## src/rtl/uart_frame_writer_pkg.sv

```systemverilog
// Shared definitions for the UART frame writer: FSM states, default SYNC byte,
// CRC-8 polynomial and the byte-wise CRC update used when FRAME_CRC8_EN is set.
package uart_frame_writer_pkg;

  typedef enum logic [2:0] {
    ST_FILL = 3'd0,
    ST_HDR  = 3'd1,
    ST_LEN  = 3'd2,
    ST_PAY  = 3'd3,
    ST_CHK  = 3'd4
  } state_e;

  localparam logic [7:0] SYNC_DEFAULT = 8'hA5;
  localparam logic [7:0] CRC8_POLY    = 8'h07;

  // CRC-8, MSB first, no reflection, no final XOR
  function automatic logic [7:0] crc8_update(input logic [7:0] crc, input logic [7:0] data);
    logic [7:0] c;
    c = crc ^ data;
    for (int unsigned i = 0; i < 8; i++) begin
      c = c[7] ? ((c << 1) ^ CRC8_POLY) : (c << 1);
    end
    return c;
  endfunction

endpackage

```

## src/rtl/uart_frame_writer_if.sv

```systemverilog
// Byte-in / UART-out signal bundle of the frame writer.
// slave  : the frame writer itself
// master : capture logic + UART side driving/observing the writer
interface uart_frame_writer_if;
  logic [7:0] in_data;
  logic       in_valid;
  logic       in_ready;
  logic       flush;
  logic [7:0] tx_data;
  logic       send_data;
  logic       tx_full;
  logic       busy;

  modport slave (
    input  in_data, in_valid, flush, tx_full,
    output in_ready, tx_data, send_data, busy
  );

  modport master (
    output in_data, in_valid, flush, tx_full,
    input  in_ready, tx_data, send_data, busy
  );
endinterface

```

## src/rtl/uart_frame_writer_checksum.sv

```systemverilog
// Running frame check byte over payload bytes.
// FRAME_CRC8_EN defined  : CRC-8 (poly 0x07, init 0x00).
// FRAME_CRC8_EN undefined: XOR of payload bytes.
module frame_checksum
  import uart_frame_writer_pkg::*;
(
  input  logic       clk,
  input  logic       rst,
  input  logic       clear,
  input  logic       en,
  input  logic [7:0] data_in,
  output logic [7:0] result
);

  logic [7:0] sum_q, sum_d;

  // next check value: clear wins, otherwise fold in the accepted byte
  always_comb begin
    sum_d = sum_q;
    if (clear) begin
      sum_d = '0;
    end else if (en) begin
`ifdef FRAME_CRC8_EN
      sum_d = crc8_update(sum_q, data_in);
`else
      sum_d = sum_q ^ data_in;
`endif
    end
  end

  // check value register
  always_ff @(posedge clk or negedge rst) begin
    if (!rst) sum_q <= '0;
    else      sum_q <= sum_d;
  end

  assign result = sum_q;

endmodule

```

## src/rtl/uart_frame_writer.sv

```systemverilog
// UART frame writer: buffers captured bytes and emits SYNC, LEN, payload, CHK
// into the UART Tx FIFO, one write per two cycles at most, stalling on tx_full.
// Check byte type selected by FRAME_CRC8_EN (see frame_checksum).
module uart_frame_writer
  import uart_frame_writer_pkg::*;
#(
  parameter int unsigned MAX_LEN = 16,
  parameter int unsigned TIMEOUT = 1200,
  parameter logic [7:0]  SYNC    = SYNC_DEFAULT
) (
  input  logic            clk,
  input  logic            rst,
  uart_frame_writer_if.slave bus
);

  localparam int unsigned AW        = (MAX_LEN > 1) ? $clog2(MAX_LEN) : 1;
  localparam logic [7:0]  MAX_LEN_B = 8'(MAX_LEN);

  state_e      state_q, state_d;
  logic [7:0]  count_q, count_d;
  logic [7:0]  idx_q,   idx_d;
  logic [31:0] timer_q, timer_d;
  logic        gap_q,   gap_d;
  logic [7:0]  buf_q [MAX_LEN];
  logic [7:0]  buf_d [MAX_LEN];

  logic        accept;
  logic        send;
  logic [7:0]  tx_byte;
  logic        cs_clear;
  logic [7:0]  cs_result;

  assign accept = (state_q == ST_FILL) && bus.in_valid;

  frame_checksum u_checksum (
    .clk     (clk),
    .rst     (rst),
    .clear   (cs_clear),
    .en      (accept),
    .data_in (bus.in_data),
    .result  (cs_result)
  );

  // next-state, buffer fill and UART write strobe generation
  always_comb begin
    state_d  = state_q;
    count_d  = count_q;
    idx_d    = idx_q;
    timer_d  = timer_q;
    gap_d    = 1'b0;
    buf_d    = buf_q;
    send     = 1'b0;
    tx_byte  = '0;
    cs_clear = 1'b0;

    unique case (state_q)
      ST_FILL: begin
        if (accept) begin
          buf_d[count_q[AW-1:0]] = bus.in_data;
          count_d                = count_q + 8'd1;
          timer_d                = '0;
        end else if (count_q != 8'd0 && timer_q < TIMEOUT) begin
          timer_d = timer_q + 32'd1;
        end
        if ((count_d == MAX_LEN_B) ||
            (bus.flush && count_d != 8'd0) ||
            ((TIMEOUT != 0) && count_q != 8'd0 && timer_q == TIMEOUT)) begin
          state_d = ST_HDR;
          idx_d   = '0;
        end
      end
      ST_HDR: begin
        tx_byte = SYNC;
        if (!gap_q && !bus.tx_full) begin
          send    = 1'b1;
          gap_d   = 1'b1;
          state_d = ST_LEN;
        end
      end
      ST_LEN: begin
        tx_byte = count_q;
        if (!gap_q && !bus.tx_full) begin
          send    = 1'b1;
          gap_d   = 1'b1;
          state_d = ST_PAY;
        end
      end
      ST_PAY: begin
        tx_byte = buf_q[idx_q[AW-1:0]];
        if (!gap_q && !bus.tx_full) begin
          send  = 1'b1;
          gap_d = 1'b1;
          if (idx_q == count_q - 8'd1) state_d = ST_CHK;
          else                         idx_d   = idx_q + 8'd1;
        end
      end
      ST_CHK: begin
        tx_byte = cs_result;
        if (!gap_q && !bus.tx_full) begin
          send     = 1'b1;
          gap_d    = 1'b1;
          state_d  = ST_FILL;
          count_d  = '0;
          timer_d  = '0;
          cs_clear = 1'b1;
        end
      end
      default: state_d = ST_FILL;
    endcase
  end

  // state, counters and payload buffer registers
  always_ff @(posedge clk or negedge rst) begin
    if (!rst) begin
      state_q <= ST_FILL;
      count_q <= '0;
      idx_q   <= '0;
      timer_q <= '0;
      gap_q   <= 1'b0;
      buf_q   <= '{default: '0};
    end else begin
      state_q <= state_d;
      count_q <= count_d;
      idx_q   <= idx_d;
      timer_q <= timer_d;
      gap_q   <= gap_d;
      buf_q   <= buf_d;
    end
  end

  assign bus.in_ready  = (state_q == ST_FILL);
  assign bus.busy      = (state_q != ST_FILL);
  assign bus.send_data = send;
  assign bus.tx_data   = tx_byte;

endmodule

```

## src/flat_wrapper.sv

```systemverilog
// flat-port wrapper written by rule: the top's interface ports become plain ports
module uart_frame_writer_flat import uart_frame_writer_pkg::*;
#(
  parameter int unsigned MAX_LEN = 16,
  parameter int unsigned TIMEOUT = 1200,
  parameter logic [7:0]  SYNC    = SYNC_DEFAULT
)
  (clk, rst, bus_in_data, bus_in_valid, bus_flush, bus_tx_full, bus_in_ready, bus_tx_data, bus_send_data, bus_busy);
  uart_frame_writer_if bus_i ();
  input  logic clk;
  input  logic rst;
  input wire logic [$bits(bus_i.in_data)-1:0] bus_in_data;
  input wire logic [$bits(bus_i.in_valid)-1:0] bus_in_valid;
  input wire logic [$bits(bus_i.flush)-1:0] bus_flush;
  input wire logic [$bits(bus_i.tx_full)-1:0] bus_tx_full;
  output wire logic [$bits(bus_i.in_ready)-1:0] bus_in_ready;
  output wire logic [$bits(bus_i.tx_data)-1:0] bus_tx_data;
  output wire logic [$bits(bus_i.send_data)-1:0] bus_send_data;
  output wire logic [$bits(bus_i.busy)-1:0] bus_busy;
  assign bus_i.in_data = bus_in_data;
  assign bus_i.in_valid = bus_in_valid;
  assign bus_i.flush = bus_flush;
  assign bus_i.tx_full = bus_tx_full;
  assign bus_in_ready = bus_i.in_ready;
  assign bus_tx_data = bus_i.tx_data;
  assign bus_send_data = bus_i.send_data;
  assign bus_busy = bus_i.busy;
  uart_frame_writer #(.MAX_LEN(MAX_LEN), .TIMEOUT(TIMEOUT), .SYNC(SYNC)) u_core (.clk(clk), .rst(rst), .bus(bus_i));
endmodule
```

## config.mk

```make
export PLATFORM = sky130hd
export DESIGN_NAME = uart_frame_writer_flat
export DESIGN_NICKNAME = d
export VERILOG_FILES = /design/src/rtl/uart_frame_writer_pkg.sv /design/src/rtl/uart_frame_writer_if.sv /design/src/rtl/uart_frame_writer_checksum.sv /design/src/rtl/uart_frame_writer.sv /design/src/flat_wrapper.sv
export SDC_FILE = /design/constraint.sdc
export NUM_CORES = 1
export LEC_CHECK = 0
export CAP_MARGIN = 25
export CORE_ASPECT_RATIO = 1.1
export CORE_MARGIN = 4
export CORE_UTILIZATION = 64
export CTS_BUF_LIST = sky130_fd_sc_hd__clkbuf_8
export DETAILED_ROUTE_END_ITERATION = 7
export PLACE_DENSITY = 0.9
export SYNTH_ARGS = -nofsm -noshare
export SYNTH_HDL_FRONTEND = slang
export SYNTH_SLANG_ARGS = --single-unit
```

## constraint.sdc

```tcl
create_clock -name clk -period 2.86 [get_ports clk]
set_clock_uncertainty 0.05 [all_clocks]
set_input_delay 0.286 -clock clk [delete_from_list [all_inputs] [get_ports clk]]
set_output_delay 0.286 -clock clk [all_outputs]
set_load 0.05 [all_outputs]
```

==> results of run 1 <==
[path summary, 6_finish.rpt]
kind,end,slack [ns],depth (start not counted)
min in group clk,u_core.timer_q[30]$_DFFE_PN0P_,0.45,1
worst min-delay path,u_core.buf_q[96]$_DFFE_PN0P_,0.34,2
worst max-delay path,bus_tx_data[5],-0.20,7
max in group asynchronous,u_core.buf_q[60]$_DFFE_PN0P_,1.72,3
worst min register to register,u_core.timer_q[30]$_DFFE_PN0P_,0.45,1
worst max register to register,u_core.timer_q[26]$_DFFE_PN0P_,0.17,8
[power groups by stage]
stage,combinational (W),sequential [W],clock [W]
final,0.00254,0.00316,0.00206
after global routing,0.00269,0.00318,0.00220
after CTS,0.00239,0.00314,0.00208
after detailed placement,0.00212,0.00319,0
after global placement,0.00205,0.00317,0
after floorplan,0.00154,0.00308,0
[kinds of logic (layout without fill, tap and decap cells)]
family / count (synthesis) / count (layout) / synth area share (%)
adder cells (fa/ha/maj): 7 / 7 / 0.953
AND/OR/NAND/NOR: 183 / 183 / 10.3
AO/OA/AOI/OAI: 76 / 76 / 5.68
flip-flops: 188 / 188 / 51.2
buffers and inverters: 62 / 120 / 2.72
multiplexers: 177 / 177 / 26.5
XOR/XNOR: 28 / 28 / 2.67
[cell type report]
| type | count | share of cell area (%) |
|---|---|---|
| well taps | 188 | 2.23 |
| multi-input cells | 471 | 40.8 |
| clock buffers | 17 | 2.22 |
| inverters | 17 | 0.640 |
| flip-flops and latches | 188 | 44.6 |
| clock inverters | 15 | 2.22 |
| repair buffers | 71 | 7.37 |
[metrics by stage]
step | instances | instance area, sq um | TNS [ns] | utilization (%)
2_1_floorplan | 721 | 9190 | 0 | -
3_3_place_gp | 925 | 9820 | 0 | 70.4
6_report | 967 | 10600 | -1.29 | 75.6
3_5_place_dp | 926 | 9840 | 0 | 70.4
5_1_grt | 967 | 10600 | -1.95 | 75.6
4_1_cts | 964 | 10500 | -1.50 | 75.0
[cell usage in the layout, fill, tap and decap left out, types with 3 or more instances in the layout]
cell type | netlist | routed
dfrtp_1 | 188 | 187
mux2_2 | 128 | 128
nor2_1 | 47 | 47
mux4_2 | 40 | 40
buf_4 | 0 | 36
nand2_1 | 34 | 34
nand3_1 | 26 | 26
a21oi_1 | 21 | 21
and2_1 | 21 | 21
xor2_1 | 18 | 18
clkbuf_8 | 0 | 17
inv_1 | 16 | 15
clkdlybuf4s50_1 | 0 | 13
nor3_1 | 11 | 10
xnor2_1 | 10 | 10
buf_6 | 1 | 10
nor4_1 | 9 | 9
nand4_1 | 9 | 9
o21ai_0 | 12 | 8
ha_1 | 7 | 7
mux2i_1 | 8 | 6
buf_12 | 0 | 6
o21ai_1 | 3 | 5
and3_1 | 5 | 5
bufinv_16 | 0 | 5
a22oi_2 | 0 | 4
a211oi_1 | 4 | 4
buf_16 | 0 | 4
o22ai_2 | 0 | 3
a31oi_1 | 3 | 3
o2111ai_1 | 3 | 3
o211ai_1 | 3 | 3
or4_1 | 3 | 3
clkinv_4 | 0 | 3
[timing repair]
item / CTS / global route
hold buffers: 1 / 0
setup buffers: 2 / 2
pin swaps: 2 / 4
endpoints found under the setup margin: 8 / 8
hold endpoints to repair: 71 / 0
gates resized for setup: 14 / 10
cloned: 3 / 1
[worst reg2reg max path: stages (launching register included)]
cell,delay [ns]
dfrtp_1,0.39
inv_1,0.10
ha_1,0.19
or4b_1,0.48
nor4_2,0.46
o41ai_2,0.29
and3_1,0.32
a31oi_1,0.23
nor2_1,0.07
[sequential cells by signal, indices dropped and copies added (netlist names)]
name,cells
u_core.idx_q,8
u_core.count_q,8
u_core.state_q,3
u_core.timer_q,32
u_core.u_checksum.result,8
u_core.gap_q,1
u_core.buf_q,128
[metal layers]
metal	vias to the layer above	wire (um)	GRT usage, %
met3	88	1720	7.60
met4	0	909	11.9
met2	331	11500	46.5
met5	-	0	0
li1	2733	-	-
met1	3250	8880	38.8
==> results.md, run 1 <==
* DIE WIDTH at 122 um
* Register Area at 4710 sq um
* Num CTS Buffers at 17
* Row count at 45
* Crit path launch type: register
* Sequence of cells on the critical path: buf_4 -> clkbuf_16 -> mux4_2 -> mux4_2 -> a22oi_2 -> o22ai_1 -> buf_4
* Clock power share at 26.6%
* Post-layout min period at 3.06 ns
* Global-route wire length before repair at 36100 um
* Layout overhead on the synthesized area at 14.8%
* Post-synthesis sequential area ratio at 51.2%
* Final hold violations at 0
* Fin crit share at 107%
* Top cells by count, synth: dfrtp_1 (188), mux2_2 (128), nor2_1 (47)
* Cell taking the most area after synthesis: dfrtp_1
* Slowest stage delay, CP at 0.52 ns
* Worst Path Arrival at 2.73 ns
* Cell family with the largest share of critical-path delay: multiplexers
* Antenna cell count at 0
* Initial Util at 65.8%
* Top cell type's share of synthesized area at 51.2%
* Leakage at 4.96 nW
* #FFs+latches synth at 188
* Hold WC Path Type: input pin to async pin
* Total Nets Final at 786
* Slew Viols, Final at 0
* Int Power at 0.00510 W
* R2r startpoint: u_core.count_q[1]$_DFFE_PN0P_
* Place WS at 0.181 ns
* Final WS setup at -0.203 ns
* Violations in the final reports: setup timing
* Hold Slack at 0.340 ns
* CTS H-tree depth at 4
* Async set or reset register ratio after synthesis at 100%
* Vias/cell at 6.62
* Crit path buf inv count at 3
* Clk buf depth at 2
* Psw at 0.00266 W
* Synth area leaders: dfrtp_1 (51%), mux2_2 (16%), mux4_2 (9.8%)
* Synth Cell Area at 9190 sq um
* Crit-path max FO at 5
* YS warnings at 0
* Worst-Margin Slew at 0.805 ns
* Post-Route WL at 23000 um
* Total grt overflow at 0
* Crit path from: u_core.idx_q[0]$_DFFE_PN0P_
* CP Data Required Time at 2.52 ns
* Die area at 16300 sq um
* Critical path type: register to output port
* DP Wirelength at 14400 um
* Synthesized Nets at 741
* Share of cells above drive strength 1 at 36.3%
* Clk pin slew, worst setup/hold paths at 0.11 ns
* Max_slew headroom at 45.8%
* Number of enable flip-flop cells after synthesis at 0
* Gr usage total at 29.3%
* Synth Area per Inst at 12.8 sq um
* Max-cap violation count at 0
* Vias in the first global route at 6516
* Clk_lat worst skew at 0.48 ns
* Switch share at 34.2%
* Initial antenna violation count at 0
* Pwr/cell area at 735 nW/um^2
* Clock Sink Count at 188
* Filler instances at 842
* RD Place Congestion at 0.913
* Combinational share of power at 32.7%
* Leading cell type by number of instances after synthesis: dfrtp_1
* WL/cell at 23.8 um
* Core area at 14000 sq um
* Drt pass-1 iters at 7
* Die Y at 134 um
* CP max stage cell: mux4_2
* Root buf cell: clkbuf_8
* ANT nets after route at 0
* Unique masters post-synth at 59
* CTS tree: done
* Input/output buffers at 23
* Run status: finished, violations left
* Gate Count Post-Synth at 721
* CP Capture Type: output port
* Total power at 0.00776 W
* Vias at 6402
* Worst VDD drop at 431 uV
* Pin count of the biggest net entering global routing at 75
* Unrepaired setup endpoints after global routing: yes
* DR DRC count at 0
* Ys flop type: dfrtp_1
* DR iter-0 viols at 862
* Multi-input combinational cell area at 4300 sq um
* Fmax at 0.326 GHz
* Part of the power in registers at 40.7%
* Setup violators final at 8
* Ports at 24
Power figures use the tool's default switching activity.
==> run 2: changes to the inputs <==
- CORE_UTILIZATION: 64 -> 50
- PLACE_DENSITY: 0.9 -> 0.77
- clock period: 2.86 -> 2.7 ns (I/O delays scaled with it)
==> results.md, run 2 (synthesis results as in run 1) <==
* CTS tree: done
* Most frequent CP cell: mux4_2
* Vias/cell at 6.12 (-7.6%)
* Clk buf depth at 2 (unchanged)
* Slowest stage delay, CP at 0.52 ns (about the same)
* Max-cap violation count at 0 (unchanged)
* Root buf cell: clkbuf_8
* Commonest non-fill, non-tap cell in the layout: dfrtp_1
* Unrepaired setup endpoints after global routing: yes
* CP max stage cell: mux4_2
* WL/cell at 21.6 um (-9.5%)
* Critical path type: register to output port
* Vias in the first global route at 6619 (+1.6%)
* Share of cells above drive strength 1 at 37.2% (+0.92 points)
* Vias at 6299 (-1.6%)
* Clk_lat worst skew at 0.48 ns (about the same)
* Setup violators final at 8 (unchanged)
* Sequence of cells on the critical path: buf_12 -> clkbuf_16 -> mux4_2 -> mux4_2 -> a22oi_2 -> o22ai_2 -> buf_6
* Slew Viols, Final at 0 (unchanged)
* Violations in the final reports: setup timing
* CP Data Required Time at 2.38 ns (-0.14 ns)
* Clock Sink Count at 188 (unchanged)
* Drt pass-1 iters at 5 (-2)
* Worst VDD drop at 373 uV (-13%)
* Largest register by flop count: u_core.buf_q
* Leakage at 5.01 nW (+0.96%)
* Crit-path max FO at 5 (unchanged)
* Initial antenna violation count at 0 (unchanged)
* Largest regs: u_core.buf_q: 128 flops, u_core.timer_q: 32 flops
* Fmax at 0.331 GHz
* Die Y at 150 um (+12%)
* Final WS setup at -0.321 ns (-0.118 ns)
* Num CTS Buffers at 17 (unchanged)
* ANT nets after route at 0 (unchanged)
* R2R depth at 9 (+1)
* CTS H-tree depth at 4 (unchanged)
* Final instance area at 10600 sq um (+0.53%)
* Pin count of the biggest net entering global routing at 67 (-11%)
* Max reg flops at 128 (unchanged)
* Ports at 24 (unchanged)
* CP Capture Type: output port
* Post-Route WL at 22200 um (-3.6%)
* Global-route wire length before repair at 35500 um (-1.8%)
* Antenna cell count at 0 (unchanged)
* Worst Path Arrival at 2.70 ns (-0.03 ns)
* Clk pin slew, worst setup/hold paths at 0.09 ns (-0.02 ns)
* DIE WIDTH at 137 um (+12%)
* Hold WC Path Type: input pin to async pin
* Pwr/cell area at 742 nW/um^2 (+1.0%)
* Run status: finished, violations left
* Total Nets Final at 799 (+1.7%)
* Core area at 17900 sq um (+28%)
* Gr usage total at 22.6% (-6.7 points)
* DP Wirelength at 14700 um (+1.6%)
* Row count at 51 (+13%)
* Crit path launch type: register
* Sum Neg Setup Slack at -2.24 ns (-0.946 ns)
* Most frequent cells in the layout: dfrtp_1 (187), mux2_2 (128), buf_4 (53), nor2_1 (47), mux4_2 (40)
* Layout overhead on the synthesized area at 15.5%
* Dpl cell area at 10000 sq um (+1.7%)
* DR iter-0 viols at 534 (-38%)
* Initial Util at 51.5% (-14 points)
* RD Place Congestion at 0.944 (+3.4%)
* Worst-Margin Slew at 0.679 ns (-0.125 ns)
* Total grt overflow at 0 (unchanged)
* Max_slew headroom at 54.5% (+8.8 points)
* Die area at 20600 sq um (+26%)
* Post-layout min period at 3.02 ns
* Final hold violations at 0 (unchanged)
* DR DRC count at 0 (unchanged)
* Input/output buffers at 23 (unchanged)
* Fin crit share at 112%
run 2: area by class of cell:
class	instances	area [sq um]
Inverter	17	63.8
Multi-Input combinational cell	471	4330
Sequential cell	188	4710
Clock buffer	19	262
Fill cell	1369	7250
Clock inverter	13	140
Timing Repair Buffer	84	816
Tap cell	238	298
run 2: worst max-delay path, delay by kind of cell (launching register included):
| kind | cells | cell delay, ns |
|---|---|---|
| AOI/OAI and AO/OA | 2 | 0.33 |
| DFF | 1 | 0.41 |
| buffers and inverters | 3 | 0.47 |
| muxes | 2 | 1.01 |
run 2: path summary, 6_finish.rpt:
check	slack (ns)	from	end
min in group clk	0.44	u_core.timer_q[29]$_DFFE_PN0P_	u_core.timer_q[29]$_DFFE_PN0P_
setup reg to reg	0.18	u_core.count_q[1]$_DFFE_PN0P_	u_core.idx_q[4]$_DFFE_PN0P_
setup / recovery	-0.32	u_core.idx_q[0]$_DFFE_PN0P_	bus_tx_data[0]
hold reg to reg	0.44	u_core.timer_q[29]$_DFFE_PN0P_	u_core.timer_q[29]$_DFFE_PN0P_
max in group asynchronous	1.39	rst	u_core.buf_q[23]$_DFFE_PN0P_
hold / removal	0.29	rst	u_core.timer_q[4]$_DFFE_PN0P_
run 2: metal layers:
layer | track usage (%) | vias to the layer above | wire [um]
li1 | - | 2760 | -
met1 | 30.4 | 3260 | 9330
met2 | 36.3 | 237 | 11000
met3 | 5.15 | 42 | 1340
met4 | 8.18 | 0 | 566
met5 | 0 | - | 0
run 2: report_power, final:
part | internal, W | switching, W
registers | 0.00306 | 0.000262
logic | 0.00118 | 0.00146
clock network | 0.000880 | 0.00103
run 2: repair_timing:
action,CTS,global route
gates resized for setup,14,6
cloned,0,3
endpoints found under the hold margin,62,0
setup endpoints to repair,8,11
setup buffers,1,2
hold buffers,1,0
pin swaps,0,4
run 2: through the flow:
step	std cells	setup slack (ns)	total power, W	util (%)	hold slack, ns
after global placement	991	0.144	0.00564	56.0	0.254
after floorplan	721	0.0480	0.00493	-	-0.0756
after global routing	1030	-0.382	0.00827	59.4	0.341
final	1030	-0.321	0.00788	59.4	0.295
after CTS	1025	-0.319	0.00766	58.6	0.317
after detailed placement	991	0.127	0.00569	56.0	0.271
==> run 3: changes to the inputs <==
- CORE_ASPECT_RATIO: 1.1 -> not set
- CORE_MARGIN: 4 -> not set
==> results.md, run 3 (synthesis results as in run 1) <==
* Run status: finished, violations left
* Violations in the final reports: setup timing
* Antenna cell count at 0 (unchanged)
* Post-layout min period at 3.00 ns (-0.0220 ns)
* R2r startpoint: u_core.count_q[0]$_DFFE_PN0P_
* Dpl cell area at 10000 sq um (+0.39%)
* Crit-path max FO at 7 (+2)
* Final instance area at 10600 sq um (-0.40%)
* Ports at 24 (unchanged)
* Reg2reg end: u_core.idx_q[4]$_DFFE_PN0P_
* Worst Path Arrival at 2.68 ns (-0.02 ns)
* Register Area at 4710 sq um (unchanged)
* Unrepaired setup endpoints after global routing: yes
* Input/output buffers at 23 (unchanged)
* Largest register by flop count: u_core.buf_q
* Clock Sink Count at 188 (unchanged)
* Multi-input combinational cell area at 4320 sq um (-0.32%)
* Fmax at 0.333 GHz (+0.73%)
* Vias in the first global route at 6390 (-3.5%)
* Initial antenna violation count at 0 (unchanged)
* DIE WIDTH at 138 um (+0.23%)
* Final WS setup at -0.299 ns (+0.0220 ns)
* Global-route wire length before repair at 34900 um (-1.5%)
* Max reg flops at 128 (unchanged)
* Vias at 6304 (+0.079%)
* Hold WC Path Type: input pin to async pin
* Num CTS Buffers at 17 (unchanged)
* Drt pass-1 iters at 5 (unchanged)
* Most frequent cells in the layout: dfrtp_1 (187), mux2_2 (128), buf_4 (58), nor2_1 (46), mux4_2 (40)
* Gr usage total at 25.0% (+2.4 points)
* Leakage at 4.99 nW (-0.40%)
* Die area at 18900 sq um (-8.2%)
* Layout overhead on the synthesized area at 15.0%
* Initial Util at 51.2% (-0.28 points)
* Root buf cell: clkbuf_8
* Largest regs: u_core.buf_q: 128 flops, u_core.timer_q: 32 flops
* Clk buf depth at 2 (unchanged)
* CTS H-tree depth at 4 (unchanged)
* Setup violators final at 8 (unchanged)
* Vias/cell at 6.16 (+0.67%)
* Worst R2R Setup Slack at 0.15 ns (-0.03 ns)
* DR iter-0 viols at 575 (+7.7%)
* Crit path launch type: register
* Total grt overflow at 0 (unchanged)
* Critical path type: register to output port
* Max_slew headroom at 49.6% (-5.0 points)
* Post-Route WL at 21800 um (-1.6%)
* Max-cap violation count at 0 (unchanged)
* Worst VDD drop at 657 uV (+76%)
* Fin crit share at 111% (-0.81 points)
* Die Y at 138 um (-8.4%)
* Commonest non-fill, non-tap cell in the layout: dfrtp_1
* RD Place Congestion at 0.983 (+4.2%)
* Core area at 18000 sq um (+0.54%)
* CP Capture Type: output port
* Pwr/cell area at 728 nW/um^2 (-1.9%)
* DP Wirelength at 14600 um (-0.33%)
* CP Data Required Time at 2.38 ns (about the same)
* Worst-Margin Slew at 0.756 ns (+0.0770 ns)
* Slew Viols, Final at 0 (unchanged)
* Total Nets Final at 803 (+0.50%)
* Fin util at 58.9% (-0.56 points)
* R2R depth at 9 (unchanged)
* ANT nets after route at 0 (unchanged)
* DR DRC count at 0 (unchanged)
* Row count at 49 (-3.9%)
* Clk_lat worst skew at 0.47 ns (about the same)
* Final hold violations at 0 (unchanged)
* Clk pin slew, worst setup/hold paths at 0.10 ns (about the same)
* Share of cells above drive strength 1 at 38.0% (+0.74 points)
* CTS tree: done
* Filler instances at 1386 (+1.2%)
* WL/cell at 21.3 um (-1.1%)
* Pin count of the biggest net entering global routing at 80 (+19%)
==> run 3: cell count changes in the layout (fill, tap and decap cells not counted), moves of 2 or more <==
cell,previous run,this run
buf_4,53,58
clkbuf_16,3,0
clkinv_4,2,5
inv_8,1,4
bufinv_16,2,0
inv_1,18,16
inv_6,3,1
==> run 3: timing repair <==
| item | 4_1_cts | 5_1_grt |
|---|---|---|
| gates resized for setup | 14 | 7 |
| hold buffers | 1 | 0 |
| hold endpoints to repair | 74 | 0 |
| gates cloned | 1 | 0 |
| buffers inserted | 3 | 1 |
| pin swaps | 2 | 1 |
| setup endpoints to repair | 8 | 9 |
==> run 3: report_power, final <==
group | internal [W] | total, W | switching, W | leakage (nW)
sequential | 0.00306 | 0.00336 | 0.000295 | 2.58
clock | 0.000696 | 0.00178 | 0.00109 | 0.190
combinational | 0.00115 | 0.00255 | 0.00141 | 2.23
total | 0.00491 | 0.00769 | 0.00279 | 4.99
==> run 3: cell type report <==
class | count | share of cell area [%]
flip-flops and latches | 188 | 44.5
multi-input cells | 471 | 40.8
repair buffers | 88 | 7.81
well taps | 229 | 2.71
clock buffers | 18 | 2.34
clock inverters | 13 | 1.20
inverters | 17 | 0.604
==> run 3: layer usage <==
layer | part of all wire (%) | track usage, % | routed length (um)
met3 | 5.7 | 5.00 | 1240
met1 | 44 | 34.5 | 9660
met4 | 2.1 | 8.24 | 457
met2 | 48 | 39.7 | 10500
met5 | 0 | 0 | 0
==> run 3: worst max-delay path by stage <==
stage                             startpoint                            end  slack, ns
3_3_place_gp   u_core.count_q[0]$_DFFE_PN0P_    u_core.idx_q[4]$_DFFE_PN0P_       0.19
6_report         u_core.idx_q[0]$_DFFE_PN0P_                 bus_tx_data[0]      -0.30
2_1_floorplan  u_core.state_q[0]$_DFFE_PN0P_  u_core.state_q[0]$_DFFE_PN0P_       0.05
5_1_grt          u_core.idx_q[0]$_DFFE_PN0P_                 bus_tx_data[0]      -0.39
4_1_cts          u_core.idx_q[0]$_DFFE_PN0P_                 bus_tx_data[5]      -0.34
3_5_place_dp   u_core.count_q[0]$_DFFE_PN0P_    u_core.idx_q[4]$_DFFE_PN0P_       0.11
==> run 3: worst max-delay path, stage by stage, from the launching register on <==
cell,delay (ns)
dfrtp_2,0.45
buf_12,0.14
buf_12,0.13
mux4_2,0.51
mux4_2,0.53
a22oi_2,0.16
o22ai_2,0.10
buf_6,0.18
==> run 3: per-stage QoR <==
step / total power, W / cells / hold slack, ns / setup slack (ns) / setup TNS, ns
final: 0.00769 / 1024 / 0.337 / -0.299 / -2.07
after global routing: 0.00808 / 1024 / 0.394 / -0.390 / -2.74
after CTS: 0.00768 / 1023 / 0.370 / -0.339 / -2.32
after detailed placement: 0.00574 / 987 / 0.307 / 0.110 / 0
after global placement: 0.00567 / 987 / 0.289 / 0.188 / 0
after floorplan: 0.00493 / 721 / -0.0756 / 0.0480 / 0
